File: src/rtl/multicycle_control_fsm.sv
// Multi-cycle RV32I control sequencer: FETCH/DECODE/EXEC/MEM/WB with a held memory request,
// bus timeout, illegal-opcode trap, FENCE mode and wrapping cycle/retire counters.
module multicycle_control_fsm #(
   parameter int CNT_W       = 32,
   parameter int MEM_TIMEOUT = 16,
   parameter bit FENCE_HALTS = 1'b1
) (
   input  logic             clk,
   input  logic             rst,
   input  logic [4:0]       Inst,
   input  logic             mem_ready,
   output logic             mem_req,
   output logic             IRWrite,
   output logic             PCWrite,
   output logic [1:0]       AluOp,
   output logic             Branch,
   output logic             MemRead,
   output logic             MemToReg,
   output logic             MemWrite,
   output logic             AluSrc,
   output logic             RegWrite,
   output logic             AUIPC,
   output logic             JAL,
   output logic             JALR,
   output logic             Halt,
   output logic             Illegal,
   output logic             bus_err,
   output logic [2:0]       state,
   output logic [CNT_W-1:0] cycle_cnt,
   output logic [CNT_W-1:0] instret_cnt
);
   localparam logic [2:0] S_IDLE   = 3'd0;
   localparam logic [2:0] S_FETCH  = 3'd1;
   localparam logic [2:0] S_DECODE = 3'd2;
   localparam logic [2:0] S_EXEC   = 3'd3;
   localparam logic [2:0] S_MEM    = 3'd4;
   localparam logic [2:0] S_WB     = 3'd5;
   localparam logic [2:0] S_HALTED = 3'd6;
   localparam logic [2:0] S_TRAP   = 3'd7;

   localparam logic [4:0] OP_R      = 5'b01100;
   localparam logic [4:0] OP_I      = 5'b00100;
   localparam logic [4:0] OP_LOAD   = 5'b00000;
   localparam logic [4:0] OP_STORE  = 5'b01000;
   localparam logic [4:0] OP_BRANCH = 5'b11000;
   localparam logic [4:0] OP_LUI    = 5'b01101;
   localparam logic [4:0] OP_AUIPC  = 5'b00101;
   localparam logic [4:0] OP_JAL    = 5'b11011;
   localparam logic [4:0] OP_JALR   = 5'b11001;
   localparam logic [4:0] OP_FENCE  = 5'b00011;
   localparam logic [4:0] OP_SYSTEM = 5'b11100;

   localparam int WAIT_W = (MEM_TIMEOUT > 2) ? $clog2(MEM_TIMEOUT) : 1;
   localparam logic [WAIT_W-1:0] WAIT_LAST = WAIT_W'((MEM_TIMEOUT > 0) ? MEM_TIMEOUT - 1 : 0);

   logic [2:0]        state_q, state_d;
   logic [4:0]        op_q, op_d;
   logic [WAIT_W-1:0] wait_q, wait_d;
   logic              illegal_q, illegal_d;
   logic              bus_err_q, bus_err_d;
   logic [CNT_W-1:0]  cycle_q, instret_q;
   logic              retire, waiting, active;

   always_comb begin
      state_d   = state_q;
      op_d      = op_q;
      illegal_d = illegal_q;
      bus_err_d = bus_err_q;
      wait_d    = '0;
      retire    = 1'b0;
      waiting   = 1'b0;
      mem_req   = 1'b0;
      IRWrite   = 1'b0;
      PCWrite   = 1'b0;
      AluOp     = 2'b00;
      Branch    = 1'b0;
      MemRead   = 1'b0;
      MemToReg  = 1'b0;
      MemWrite  = 1'b0;
      AluSrc    = 1'b0;
      RegWrite  = 1'b0;
      AUIPC     = 1'b0;
      JAL       = 1'b0;
      JALR      = 1'b0;
      Halt      = 1'b0;
      case (state_q)
         S_IDLE: state_d = S_FETCH;
         S_FETCH: begin
            mem_req = 1'b1;
            MemRead = 1'b1;
            if (mem_ready) begin
               IRWrite = 1'b1;
               state_d = S_DECODE;
            end else begin
               waiting = 1'b1;
            end
         end
         S_DECODE: begin
            op_d = Inst;
            case (Inst)
               OP_SYSTEM: state_d = S_HALTED;
               OP_FENCE: begin
                  if (FENCE_HALTS) begin
                     state_d = S_HALTED;
                  end else begin
                     PCWrite = 1'b1;
                     retire  = 1'b1;
                     state_d = S_FETCH;
                  end
               end
               OP_R, OP_I, OP_LOAD, OP_STORE, OP_BRANCH,
               OP_LUI, OP_AUIPC, OP_JAL, OP_JALR: state_d = S_EXEC;
               default: begin
                  state_d   = S_TRAP;
                  illegal_d = 1'b1;
               end
            endcase
         end
         S_EXEC: begin
            case (op_q)
               OP_R:      begin AluOp = 2'b10; RegWrite = 1'b1; end
               OP_I:      begin AluOp = 2'b10; AluSrc = 1'b1; RegWrite = 1'b1; end
               OP_LUI:    begin AluOp = 2'b11; AluSrc = 1'b1; RegWrite = 1'b1; end
               OP_AUIPC:  begin AluSrc = 1'b1; AUIPC = 1'b1; RegWrite = 1'b1; end
               OP_JAL:    begin AluOp = 2'b11; AluSrc = 1'b1; JAL = 1'b1; RegWrite = 1'b1; end
               OP_JALR:   begin AluSrc = 1'b1; JAL = 1'b1; JALR = 1'b1; RegWrite = 1'b1; end
               OP_BRANCH: begin AluOp = 2'b01; Branch = 1'b1; end
               default:   AluSrc = 1'b1;
            endcase
            if (op_q == OP_LOAD || op_q == OP_STORE) begin
               state_d = S_MEM;
            end else begin
               PCWrite = 1'b1;
               retire  = 1'b1;
               state_d = S_FETCH;
            end
         end
         S_MEM: begin
            mem_req  = 1'b1;
            AluSrc   = 1'b1;
            MemRead  = (op_q == OP_LOAD);
            MemWrite = (op_q == OP_STORE);
            if (!mem_ready) begin
               waiting = 1'b1;
            end else if (op_q == OP_STORE) begin
               PCWrite = 1'b1;
               retire  = 1'b1;
               state_d = S_FETCH;
            end else begin
               state_d = S_WB;
            end
         end
         S_WB: begin
            MemToReg = 1'b1;
            RegWrite = 1'b1;
            PCWrite  = 1'b1;
            retire   = 1'b1;
            state_d  = S_FETCH;
         end
         default: Halt = 1'b1;
      endcase
      // A completion arriving on the last allowed wait cycle takes priority over the timeout.
      if (waiting) begin
         wait_d = wait_q + 1'b1;
         if (MEM_TIMEOUT != 0 && wait_q == WAIT_LAST) begin
            state_d   = S_TRAP;
            bus_err_d = 1'b1;
         end
      end
   end

   assign active = (state_q != S_IDLE) && (state_q != S_HALTED) && (state_q != S_TRAP);

   always_ff @(posedge clk or negedge rst) begin
      if (!rst) begin
         state_q   <= S_IDLE;
         op_q      <= '0;
         wait_q    <= '0;
         illegal_q <= 1'b0;
         bus_err_q <= 1'b0;
         cycle_q   <= '0;
         instret_q <= '0;
      end else begin
         state_q   <= state_d;
         op_q      <= op_d;
         wait_q    <= wait_d;
         illegal_q <= illegal_d;
         bus_err_q <= bus_err_d;
         if (active) cycle_q <= cycle_q + 1'b1;
         if (retire) instret_q <= instret_q + 1'b1;
      end
   end

   assign state       = state_q;
   assign Illegal     = illegal_q;
   assign bus_err     = bus_err_q;
   assign cycle_cnt   = cycle_q;
   assign instret_cnt = instret_q;
endmodule

File: config.mk
export PLATFORM = sky130hd
export DESIGN_NAME = multicycle_control_fsm
export DESIGN_NICKNAME = d
export VERILOG_FILES = /design/src/rtl/multicycle_control_fsm.sv
export SDC_FILE = /design/constraint.sdc
export NUM_CORES = 1
export LEC_CHECK = 0
export ABC_AREA = 0
export BUFFER_PORTS_ARGS = -buffer_cell sky130_fd_sc_hd__buf_2
export CAP_MARGIN = 20
export CELL_PAD_IN_SITES_DETAIL_PLACEMENT = 0
export CELL_PAD_IN_SITES_GLOBAL_PLACEMENT = 1
export CORE_MARGIN = 3
export CORE_UTILIZATION = 44
export CTS_CLUSTER_SIZE = 30
export DETAILED_ROUTE_END_ITERATION = 10
export PLACE_DENSITY = 0.92
export SYNTH_ARGS = -nofsm -noshare
export SYNTH_HDL_FRONTEND = slang
export SYNTH_SLANG_ARGS = --single-unit
export TNS_END_PERCENT = 20
File: constraint.sdc
create_clock -name clk -period 3.7 [get_ports clk]
set_input_delay 0.74 -clock clk [delete_from_list [all_inputs] [get_ports clk]]
set_output_delay 0.74 -clock clk [all_outputs]
set_load 0.1 [all_outputs]
======== Yosys cells after proc, flatten, opt, wreduce, memory -nomap -nowiden ========
Cells that the tools add are included.
cells by class
  reduce and logical (&&, ||, !) cells .... 20
  add/subtract/negate cells ............... 3
  equality and inequality tests ........... 26
  bitwise gates (word level) .............. 1
  multiplexer cells ....................... 36
operators with widths
  kind                                           number
  adder 32 x 1 -> 32 bit, second input constant  2
  == test 5 bit, second input constant           7
  == test 5 x 4 -> 1 bit, second input constant  6
  two-way mux 1 bit                              21
  == test 5 x 3 -> 1 bit, second input constant  4
  two-way mux 3 bit                              6
  one-hot mux 3 bit (5 select lines)             1
  OR reduction 2 bit                             7
  OR reduction 6 bit                             2
  OR reduction 11 bit                            1
  zero test 5 bit                                2
  OR reduction 9 bit                             1
  == test 3 x 2 -> 1 bit, second input constant  2
  == test 3 bit, second input constant           2
  != test 3 bit, second input constant           2
  one-hot mux 1 bit (2 select lines)             3
  one-hot mux 2 bit (3 select lines)             1
  one-hot mux 3 bit (2 select lines)             1
  == test 5 x 2 -> 1 bit, second input constant  1
  adder 4 x 1 -> 4 bit, second input constant    1
  == test 4 bit, second input constant           1
  two-way mux 4 bit                              1
  AND reduction 2 bit                            2
  == test 3 x 1 -> 1 bit, second input constant  1
  7 further kinds                                8
word-level totals
  input bits .............................. 8
  register bits after elaboration ......... 78
  logic and storage cells ................. 93
  output and inout bits ................... 84

======== Logic depth before layout (Yosys ltp) ========
Gate-level depths: netlist of run 1.
  depth after elaboration ................. 6
  mapped depth ............................ 7
  depth with buffers taken out ............ 5

======== Worst setup path after synthesis of run 1 ========
OpenSTA, ideal clock, no wires.
  path type ............................... reg2out
  from .................................... register state_q[0], in the netlist state[0]
  to ...................................... output RegWrite
  path slack .............................. -1.727 ns
  stages on the path, launching flop included .. 6
  arrival ................................. 4.687 ns
  path through ............................ dfrtp_1 buf_2 nor2b_1 nand2_1 nor3_1 or4_1
on the way
  cells in the longest elaborated chain, start to end .. 2
  elaborated cells between the ends (all ways) .. 3
  those cells by class .................... eq/ne: 2; mux: 1
RTL lines
  element                                                  line  source
  start: declaration                                       56    logic [2:0] state_q, state_d;
  start signal: assignment                                 184   state_q <= state_d;
  == test 3 bit or == test 3 x 2 -> 1 bit (tied branches)  86    case (state_q)
  one-hot mux 1 bit (2 select lines) (*)                   86
  end: declaration                                         21    output logic RegWrite,
Every way passes the cells marked *; elsewhere a longest branch is shown, timed or not.

======== Worst setup path in the final report of run 1 ========
  from .................................... register op_q[4]
  to ...................................... output MemRead
on the way
  cells in the longest elaborated chain, start to end .. 2
RTL lines
  element                             line  source
  start: declaration                  57    logic [4:0] op_q, op_d;
  start signal: assignment            185   op_q <= op_d;
  zero test 5 bit                     141   MemRead = (op_q == OP_LOAD);
  one-hot mux 1 bit (2 select lines)  86
  end: declaration                    17    output logic MemRead,
No other way between the ends.

==> out/qor.txt, run 1 <==
outcome = complete, no violations
Syn Inst Count = 344
share of cells above drive strength 1 = 30.0%
Crit-path slowest cell = or4_4
first-pass GRT wire length = 13400 microns
wire length per cell = 14.6 microns
Slew Limit Fails = 0
hold_buf cts = 0
H-tree Lvls = 3
Hold WC Path Type = input port to asynchronous set/reset pin
placed wire-length estimate = 5810 microns
maximum root-to-sink buffer count = 2
DR iter-0 viols = 88
Post-DP Area = 4350 sq um
critical path's top delay family = simple AND/OR/NAND/NOR gates
total CTS buffers = 9
Max-Cap Viols = 0
Setup CP Type = flip-flop to output port
drt total wl = 8010 microns
CP endpoint kind = output port
row cnt = 33
Max Fclk = 0.320 GHz
Worst Path Max Fanout = 7
met3 GRT Util = 5.10%
mapped cell area = 3770 sq um
clk_skew = 0.00983 ns
Post-CTS Setup Repair Bufs = 0
Via density = 5.31
vias in the first global route = 2711
worst-margin pin slew = 0.823 ns
Worst Path Arrival = 2.39 ns
GRT Total Usage = 16.9%
design area = 4610 sq um
CTS sink count = 78
# DRC = 0
Initial Util = 45.6%
Core Area = 8260 sq um
via count = 2913
leakage = 2.25 nW
Layout area overhead = 22.2%
Final min period = 3.13 ns
Seq/Total Area, Yosys = 51.8%
Worst VDD drop = 491 uV
Clock transition at path regs = 0.08 ns
Pwr Density = 773 nW/um^2
Antenna Diode Count = 0
IO buf count = 91
Global Route met1 Usage = 23.7%
Syn Area/Cell = 11.0 sq um
Clock Latency Late Sink = 0.35 ns
DR pass1 iterations = 4
clk root buf = clkbuf_8
DIE AREA = 9710 sq um
Final Setup Violations = 0
global route total overflow = 0
Die W = 98.5 microns
GP Congestion = 0.842
grt met2 use = 25.8%
crit start category = flip-flop
largest net degree at the start of global routing = 79
Post-Syn Nets = 355
Net count, final = 452
ANT nets after route = 0
Seq cells post-synth = 78
Final Cycle Share = 84.5%
final hold vios = 0
Yosys warning count = 0
max incr delay on CP = 0.62 ns
Crit path required time = 2.96 ns
CP cell instances = or4_4 > or3_1 > a21oi_1 > buf_2
Buf/Inv on CP = 1
gr busiest metal = met2
Netlist cell types = 47
Worst slew margin = 44.6%
die extent in y = 98.5 microns
RSZ-0062 raised after global routing = no
initial antenna violation count = 0
post-CTS resize count = 0
CTS tree = done
I/O pins = 92
WHS = 0.202 ns
Final Util = 55.8%
metal layers:
| metal | up-vias | part of all wire [%] |
|---|---|---|
| li1 | 1395 | - |
| met1 | 1443 | 47 |
| met2 | 66 | 46 |
| met3 | 9 | 5.5 |
| met4 | 0 | 0.96 |
| met5 | - | 0 |
final timing paths:
kind | start | endpoint | slack (ns) | cells after the start
worst min register to register | wait_q[0] | wait_q[0] | 0.46 | 1
min in group clk | wait_q[0] | wait_q[0] | 0.46 | 1
worst max register to register | state[1] | instret_cnt[22] | 1.34 | 5
max in group asynchronous | rst | cycle_cnt[15] | 2.94 | 2
worst max-delay path | op_q[4] | MemRead | 0.57 | 4
worst min-delay path | rst | cycle_cnt[7] | 0.20 | 1
sequential cells by signal (all words and copies together), names as in the netlist:
| name | count |
|---|---|
| instret_cnt | 32 |
| cycle_cnt | 32 |
| op_q | 5 |
| bus_err | 1 |
| state | 3 |
| Illegal | 1 |
| wait_q | 4 |
layout make-up:
type	instances	area (sq um)
clock buffers	9	124
fillers	734	3650
multi-input cells	253	1790
inverters	7	26.3
clock inverters	5	100
flip-flops and latches	78	1950
repair buffers	92	485
well taps	105	131
synth_stat cells (all sizes together):
master / n / area [sq um]
o21a: 1 / 7.51
nand4b: 2 / 32.5
and3: 11 / 68.8
and2: 2 / 12.5
or4: 3 / 26.3
o31ai: 1 / 7.51
xnor2: 54 / 473
nor2: 23 / 91.3
xor2: 10 / 87.6
and3b: 1 / 8.76
a21bo: 1 / 10.0
or4b: 1 / 13.8
a211o: 2 / 17.5
nand3: 30 / 150
or2: 2 / 12.5
a31oi: 1 / 21.3
inv: 7 / 26.3
nor3b: 2 / 20.0
clkbuf: 2 / 7.51
nor4: 2 / 12.5
a21oi: 6 / 30.0
o311a: 1 / 10.0
nor4b: 1 / 23.8
nor2b: 5 / 31.3
and4: 7 / 61.3
or3: 4 / 30.0
nand2b: 5 / 31.3
o22ai: 1 / 6.26
buf: 4 / 26.3
mux2: 6 / 67.6
nand2: 29 / 109
o21ai: 4 / 20.0
nor3: 9 / 50.1
dfrtp: 78 / 1950
a211oi: 3 / 27.5
a2111oi: 1 / 27.5
nand4: 18 / 113
a21o: 1 / 7.51
ha: 3 / 37.5
cells by family after synthesis:
family          count (synthesis)  share of synthesized area [%]
simple gates                  157                           23.8
xor+xnor                       64                           14.9
flops                          78                           51.8
compound gates                 23                           5.11
mux                             6                           1.79
fa+ha+maj                       3                          0.996
buf+inv                        13                           1.59
where the power goes:
group	total [mW]	switching (mW)	internal (mW)
Combinational	1.64	1.31	0.328
Clock	0.742	0.303	0.439
Sequential	1.18	0.204	0.976
cell usage in the layout, fill, tap and decap left out, drive strengths merged, types with 2 or more instances in the layout:
cell type	netlist	final
mux2	6	6
bufinv	0	3
clkbuf	2	9
nand2	29	29
nor3b	2	2
xor2	10	10
and2	2	2
nand4b	2	2
nor3	9	9
or4	3	3
nand3	30	30
and4	7	7
a211o	2	2
inv	7	7
a21oi	6	6
nor2b	5	5
a211oi	3	3
nand4	18	18
o21ai	4	4
dfrtp	78	78
or2	2	2
ha	3	3
and3	11	11
nand2b	5	5
clkinv	0	2
nor2	23	23
buf	4	92
or3	4	4
nor4	2	2
xnor2	54	54
metrics by stage:
stage,setup TNS [ns],instances,power [mW],setup WS (ns)
5_1_grt,0,549,3.73,0.433
6_report,0,549,3.56,0.573
4_1_cts,0,548,3.58,0.547
3_5_place_dp,0,534,2.83,0.936
2_1_floorplan,-2.29,344,2.55,-0.857
3_3_place_gp,0,534,2.81,0.958
Power figures use the tool's default switching activity.
==> run 2: changes to the inputs <==
- CORE_UTILIZATION: 44 -> 37
- PLACE_DENSITY: 0.92 -> 0.83
- clock period: 3.7 -> 2.83 ns (I/O delays scaled with it)
==> out/qor.txt, run 2 (same netlist as run 1, synthesis figures left out) <==
most common cell after layout, fill and taps aside = buf_2
DR pass1 iterations = 4 (unchanged)
Net Switching = 2.47 mW (+36%)
Final Setup Violations = 0 (unchanged)
final cell count without fillers = 584 (+6.4%)
largest net degree at the start of global routing = 47 (-41%)
Max-Cap Viols = 0 (unchanged)
Max Fclk = 0.365 GHz
first-pass GRT wire length = 14200 microns (+6.4%)
total CTS buffers = 9 (unchanged)
Final Cycle Share = 96.8%
IO buf count = 91 (unchanged)
worst-margin pin slew = 0.621 ns (-0.202 ns)
ANT nets after route = 0 (unchanged)
Comb power frac = 47.6% (+1.6 points)
initial antenna violation count = 0 (unchanged)
CP endpoint kind = output port
placed wire-length estimate = 6280 microns (+8.1%)
final hold vios = 0 (unchanged)
leakage = 2.31 nW (+2.7%)
DIE AREA = 11400 sq um (+18%)
Int Power = 2.40 mW (+38%)
post-placement cell count = 566 (+6.0%)
Crit path required time = 2.26 ns (-0.70 ns)
Core Area = 9820 sq um (+19%)
Final Util = 49.0% (-6.7 points)
Final min period = 2.74 ns
Worst Path Max Fanout = 7 (unchanged)
WHS = 0.222 ns (+0.0201 ns)
Clock transition at path regs = 0.08 ns (about the same)
sequential power share = 32.1% (-1.1 points)
global route total overflow = 0 (unchanged)
Pwr Density = 1010 nW/um^2 (+31%)
row cnt = 36 (+9.1%)
Setup CP Type = flip-flop to output port
via count = 2903 (-0.34%)
I/O pins = 92 (unchanged)
DR iter-0 viols = 143 (+63%)
Clock Latency Late Sink = 0.35 ns (about the same)
hold_buf cts = 0 (unchanged)
RSZ-0062 raised after global routing = no
Via density = 4.97 (-6.3%)
crit start category = flip-flop
Die W = 107 microns (+8.5%)
H-tree Lvls = 3 (unchanged)
GRT Total Usage = 15.5% (-1.4 points)
filler instances = 943 (+28%)
reg2reg path depth = 7 (+2)
outcome = complete, no violations
Switching Share = 50.8% (-0.28 points)
Hold WC Path Type = input port to asynchronous set/reset pin
Clk network pwr share = 20.3% (-0.6 points)
die extent in y = 107 microns (+8.5%)
Worst VDD drop = 673 uV (+37%)
Layout area overhead = 27.8%
commonest cells after routing, fill and taps aside = buf_2, dfrtp_1, xnor2_1, nand3_1, nand2_1
Worst slew margin = 58.6% (+14 points)
Post-DP Area = 4540 sq um (+4.3%)
Worst Path Arrival = 2.17 ns (-0.22 ns)
CTS tree = done
GP Congestion = 0.776 (-7.8%)
# DRC = 0 (unchanged)
vias in the first global route = 2828 (+4.3%)
share of cells above drive strength 1 = 34.8% (+4.9 points)
maximum root-to-sink buffer count = 2 (unchanged)
CTS sink count = 78 (unchanged)
Net count, final = 458 (+1.3%)
multi-input logic area = 1880 sq um (+5.2%)
Antenna Diode Count = 0 (unchanged)
drt total wl = 8410 microns (+5.1%)
register area = 1960 sq um (+0.64%)
Initial Util = 38.4% (-7.3 points)
Slew Limit Fails = 0 (unchanged)
design area = 4810 sq um (+4.5%)
clk_skew = 0.0154 ns (+0.00554 ns)
clk root buf = clkbuf_8
wire length per cell = 14.4 microns (-1.2%)
==> run 2: cell types whose count changed in the layout (fill, tap and decap cells not counted), sizes merged <==
| cell | before | now |
|---|---|---|
| clkinvlp | 0 | 1 |
| buf | 92 | 96 |
| clkbuf | 9 | 11 |
==> run 2: critical path: stages (launching register included) <==
cell and delay [ns]:
dfrtp_2 0.47, or4_4 0.59, or3_4 0.41, a21oi_4 0.18
buf_12 0.19
==> run 2: metrics by stage <==
stage / setup WS [ns] / setup TNS, ns / power [mW]
final: 0.0905 / 0 / 4.87
after global routing: 0.0181 / 0 / 5.10
after CTS: 0.0103 / 0 / 4.87
after detailed placement: 0.363 / 0 / 3.87
after global placement: 0.395 / 0 / 3.84
after floorplan: -0.0835 / -0.138 / 3.46
==> run 2: worst paths after layout <==
path                       slack [ns]         endpoint  startpoint
setup reg to reg                 0.73  instret_cnt[19]     op_q[1]
setup / recovery                 0.09          MemRead     op_q[4]
min in group clk                 0.46          Illegal     Illegal
hold reg to reg                  0.46          Illegal     Illegal
hold / removal                   0.22     cycle_cnt[8]         rst
max in group asynchronous        2.01    cycle_cnt[16]         rst
==> run 2: timing repair <==
item | 4_1_cts | 5_1_grt
setup buffers | 0 | 3
setup endpoints to repair | 1 | 3
resized for setup | 2 | 4
pin swaps | 0 | 1
endpoints found under the hold margin | 0 | 0
==> run 2: area by class of cell <==
type                       instances  share of cell area (%)
sequential                        78                    40.8
inverter                           7                   0.546
timing repair buffer              98                    11.3
clock inverter                     6                    2.31
clock buffer                       9                    2.57
tap                              133                    3.46
multi-input combinational        253                    39.0
==> run 2: layer usage <==
metal	track usage [%]	vias up	part of all wire, %
li1	-	1412	-
met1	21.6	1402	48
met2	23.7	79	45
met3	4.70	10	6.1
met4	3.93	0	0.99
met5	0	-	0
==> run 2: power by group through the flow <==
stage                     clock (mW)  sequential (mW)  combinational [mW]
final                          0.990             1.56                2.32
after global routing            1.07             1.60                2.42
after floorplan                    0             2.30                1.15
after detailed placement           0             1.59                2.28
after CTS                       1.02             1.57                2.28
after global placement             0             1.58                2.26
==> run 3: changes to the inputs <==
- CORE_UTILIZATION: 37 -> 39
- CTS_BUF_LIST: default -> sky130_fd_sc_hd__clkbuf_8
- PLACE_DENSITY: 0.83 -> 0.87
==> out/qor.txt, run 3 (same netlist as run 1, synthesis figures left out) <==
final hold vios = 0 (unchanged)
Worst slew margin = 53.7% (-4.9 points)
crit start category = flip-flop
Worst Path Arrival = 2.19 ns (+0.02 ns)
vias in the first global route = 2855 (+0.95%)
commonest cells after routing, fill and taps aside = buf_2, dfrtp_1, xnor2_1, nand3_1, nand2_1
setup_tns = 0 ns (unchanged)
H-tree Lvls = 3 (unchanged)
Clock transition at path regs = 0.08 ns (about the same)
Tot Pwr = 4.79 mW (-1.7%)
Worst Path Max Fanout = 6 (-1)
largest net degree at the start of global routing = 56 (+19%)
drt total wl = 8340 microns (-0.83%)
share of cells above drive strength 1 = 34.7% (-0.15 points)
Final Cycle Share = 97.3% (+0.48 points)
clk root buf = clkbuf_8
Initial Util = 40.4% (+2.0 points)
die extent in y = 104 microns (-2.5%)
DR pass1 iterations = 4 (unchanged)
Final Util = 51.3% (+2.2 points)
worst-margin pin slew = 0.694 ns (+0.0729 ns)
via count = 2895 (-0.28%)
Net count, final = 459 (+0.22%)
outcome = complete, no violations
Max Fclk = 0.363 GHz (-0.50%)
DR iter-0 viols = 88 (-38%)
most common cell after layout, fill and taps aside = buf_2
placed wire-length estimate = 6140 microns (-2.3%)
row cnt = 35 (-2.8%)
initial antenna violation count = 0 (unchanged)
Clock Latency Late Sink = 0.34 ns (about the same)
Pwr Density = 1000 nW/um^2 (-1.0%)
Die W = 104 microns (-2.5%)
Antenna Diode Count = 0 (unchanged)
Reg2Reg Launch Point = op_q[0]
I/O pins = 92 (unchanged)
# DRC = 0 (unchanged)
CP Launch Point = op_q[0]
CTS sink count = 78 (unchanged)
clk_skew = 0.0111 ns (-0.00429 ns)
hold_buf cts = 0 (unchanged)
leakage = 2.31 nW (about the same)
maximum root-to-sink buffer count = 2 (unchanged)
ANT nets after route = 0 (unchanged)
Core Area = 9330 sq um (-5.0%)
RSZ-0062 raised after global routing = no
GRT Total Usage = 16.0% (+0.49 points)
global route total overflow = 0 (unchanged)
CP endpoint kind = output port
first-pass GRT wire length = 14300 microns (+0.63%)
Crit path required time = 2.26 ns (about the same)
filler instances = 850 (-9.9%)
DIE AREA = 10900 sq um (-4.8%)
CTS tree = done
Worst VDD drop = 661 uV (-1.9%)
GP Congestion = 0.772 (-0.58%)
Max-Cap Viols = 0 (unchanged)
total CTS buffers = 9 (unchanged)
Setup CP Type = flip-flop to output port
Hold WC Path Type = input port to asynchronous set/reset pin
Slew Limit Fails = 0 (unchanged)
Via density = 4.97 (about the same)
Final min period = 2.75 ns (+0.0137 ns)
Layout area overhead = 26.9%
IO buf count = 91 (unchanged)
Final Setup Violations = 0 (unchanged)
wire length per cell = 14.3 microns (-0.49%)
[run 3: cell types whose count changed in the layout (fill, tap and decap cells not counted)]
cell       previous run  this run
inv_6                 0         1
inv_1                 7         8
clkbuf_8              9        10
buf_12                2         1
clkbuf_4              2         0
buf_4                 7         9
or3_4                 2         1
bufinv_16             3         2
buf_2                87        89
or3_1                 2         3
clkinv_4              1         0
[run 3: worst max-delay path, stage by stage, from the launching register on]
cell	delay (ns)
dfrtp_2	0.45
or4_4	0.60
or3_1	0.42
a21oi_4	0.19
buf_12	0.19
[run 3: final timing paths]
check	end	slack (ns)	cells past startpoint
min reg2reg	wait_q[0]	0.46	1
max in group asynchronous	instret_cnt[21]	1.89	2
min	cycle_cnt[8]	0.27	1
max reg2reg	instret_cnt[19]	0.78	7
max	MemRead	0.08	4
min in group clk	wait_q[0]	0.46	1
[run 3: stage by stage]
stage          hold WS (ns)  cells  setup slack [ns]  area (sq um)
3_5_place_dp          0.449    563             0.366          4530
5_1_grt               0.307    582           0.00201          4780
6_report              0.265    582            0.0768          4780
4_1_cts               0.278    579          0.000287          4760
2_1_floorplan         0.270    344           -0.0835          3910
3_3_place_gp          0.446    563             0.394          4530
[run 3: cell type report]
class                           instances  area, sq um  share of cell area (%)
Inverter                                7         26.3                   0.549
Clock inverter                          6         85.1                    1.78
Timing Repair Buffer                   99          533                    11.1
Tap cell                              129          161                    3.38
Multi-Input combinational cell        253         1870                    39.2
Clock buffer                           10          138                    2.88
Sequential cell                        78         1960                    41.1
[run 3: metal layers]
metal,global-route usage [%],wire (microns)
met4,4.27,95
met1,21.7,4020
met2,25.2,3800
met5,0,0
met3,4.41,429
[run 3: where the power goes]
part | internal, mW | leakage, nW | total, mW | switching [mW]
Combinational | 0.519 | 1.15 | 2.31 | 1.79
Sequential | 1.29 | 1.04 | 1.55 | 0.264
Clock | 0.520 | 0.114 | 0.928 | 0.408
Total | 2.33 | 2.31 | 4.79 | 2.46
[run 3: what timing repair did]
item	4_1_cts	5_1_grt
endpoints found under the hold margin	0	0
pin swaps	0	1
resized for setup	1	2
endpoints found under the setup margin	1	2
setup buffers	0	3
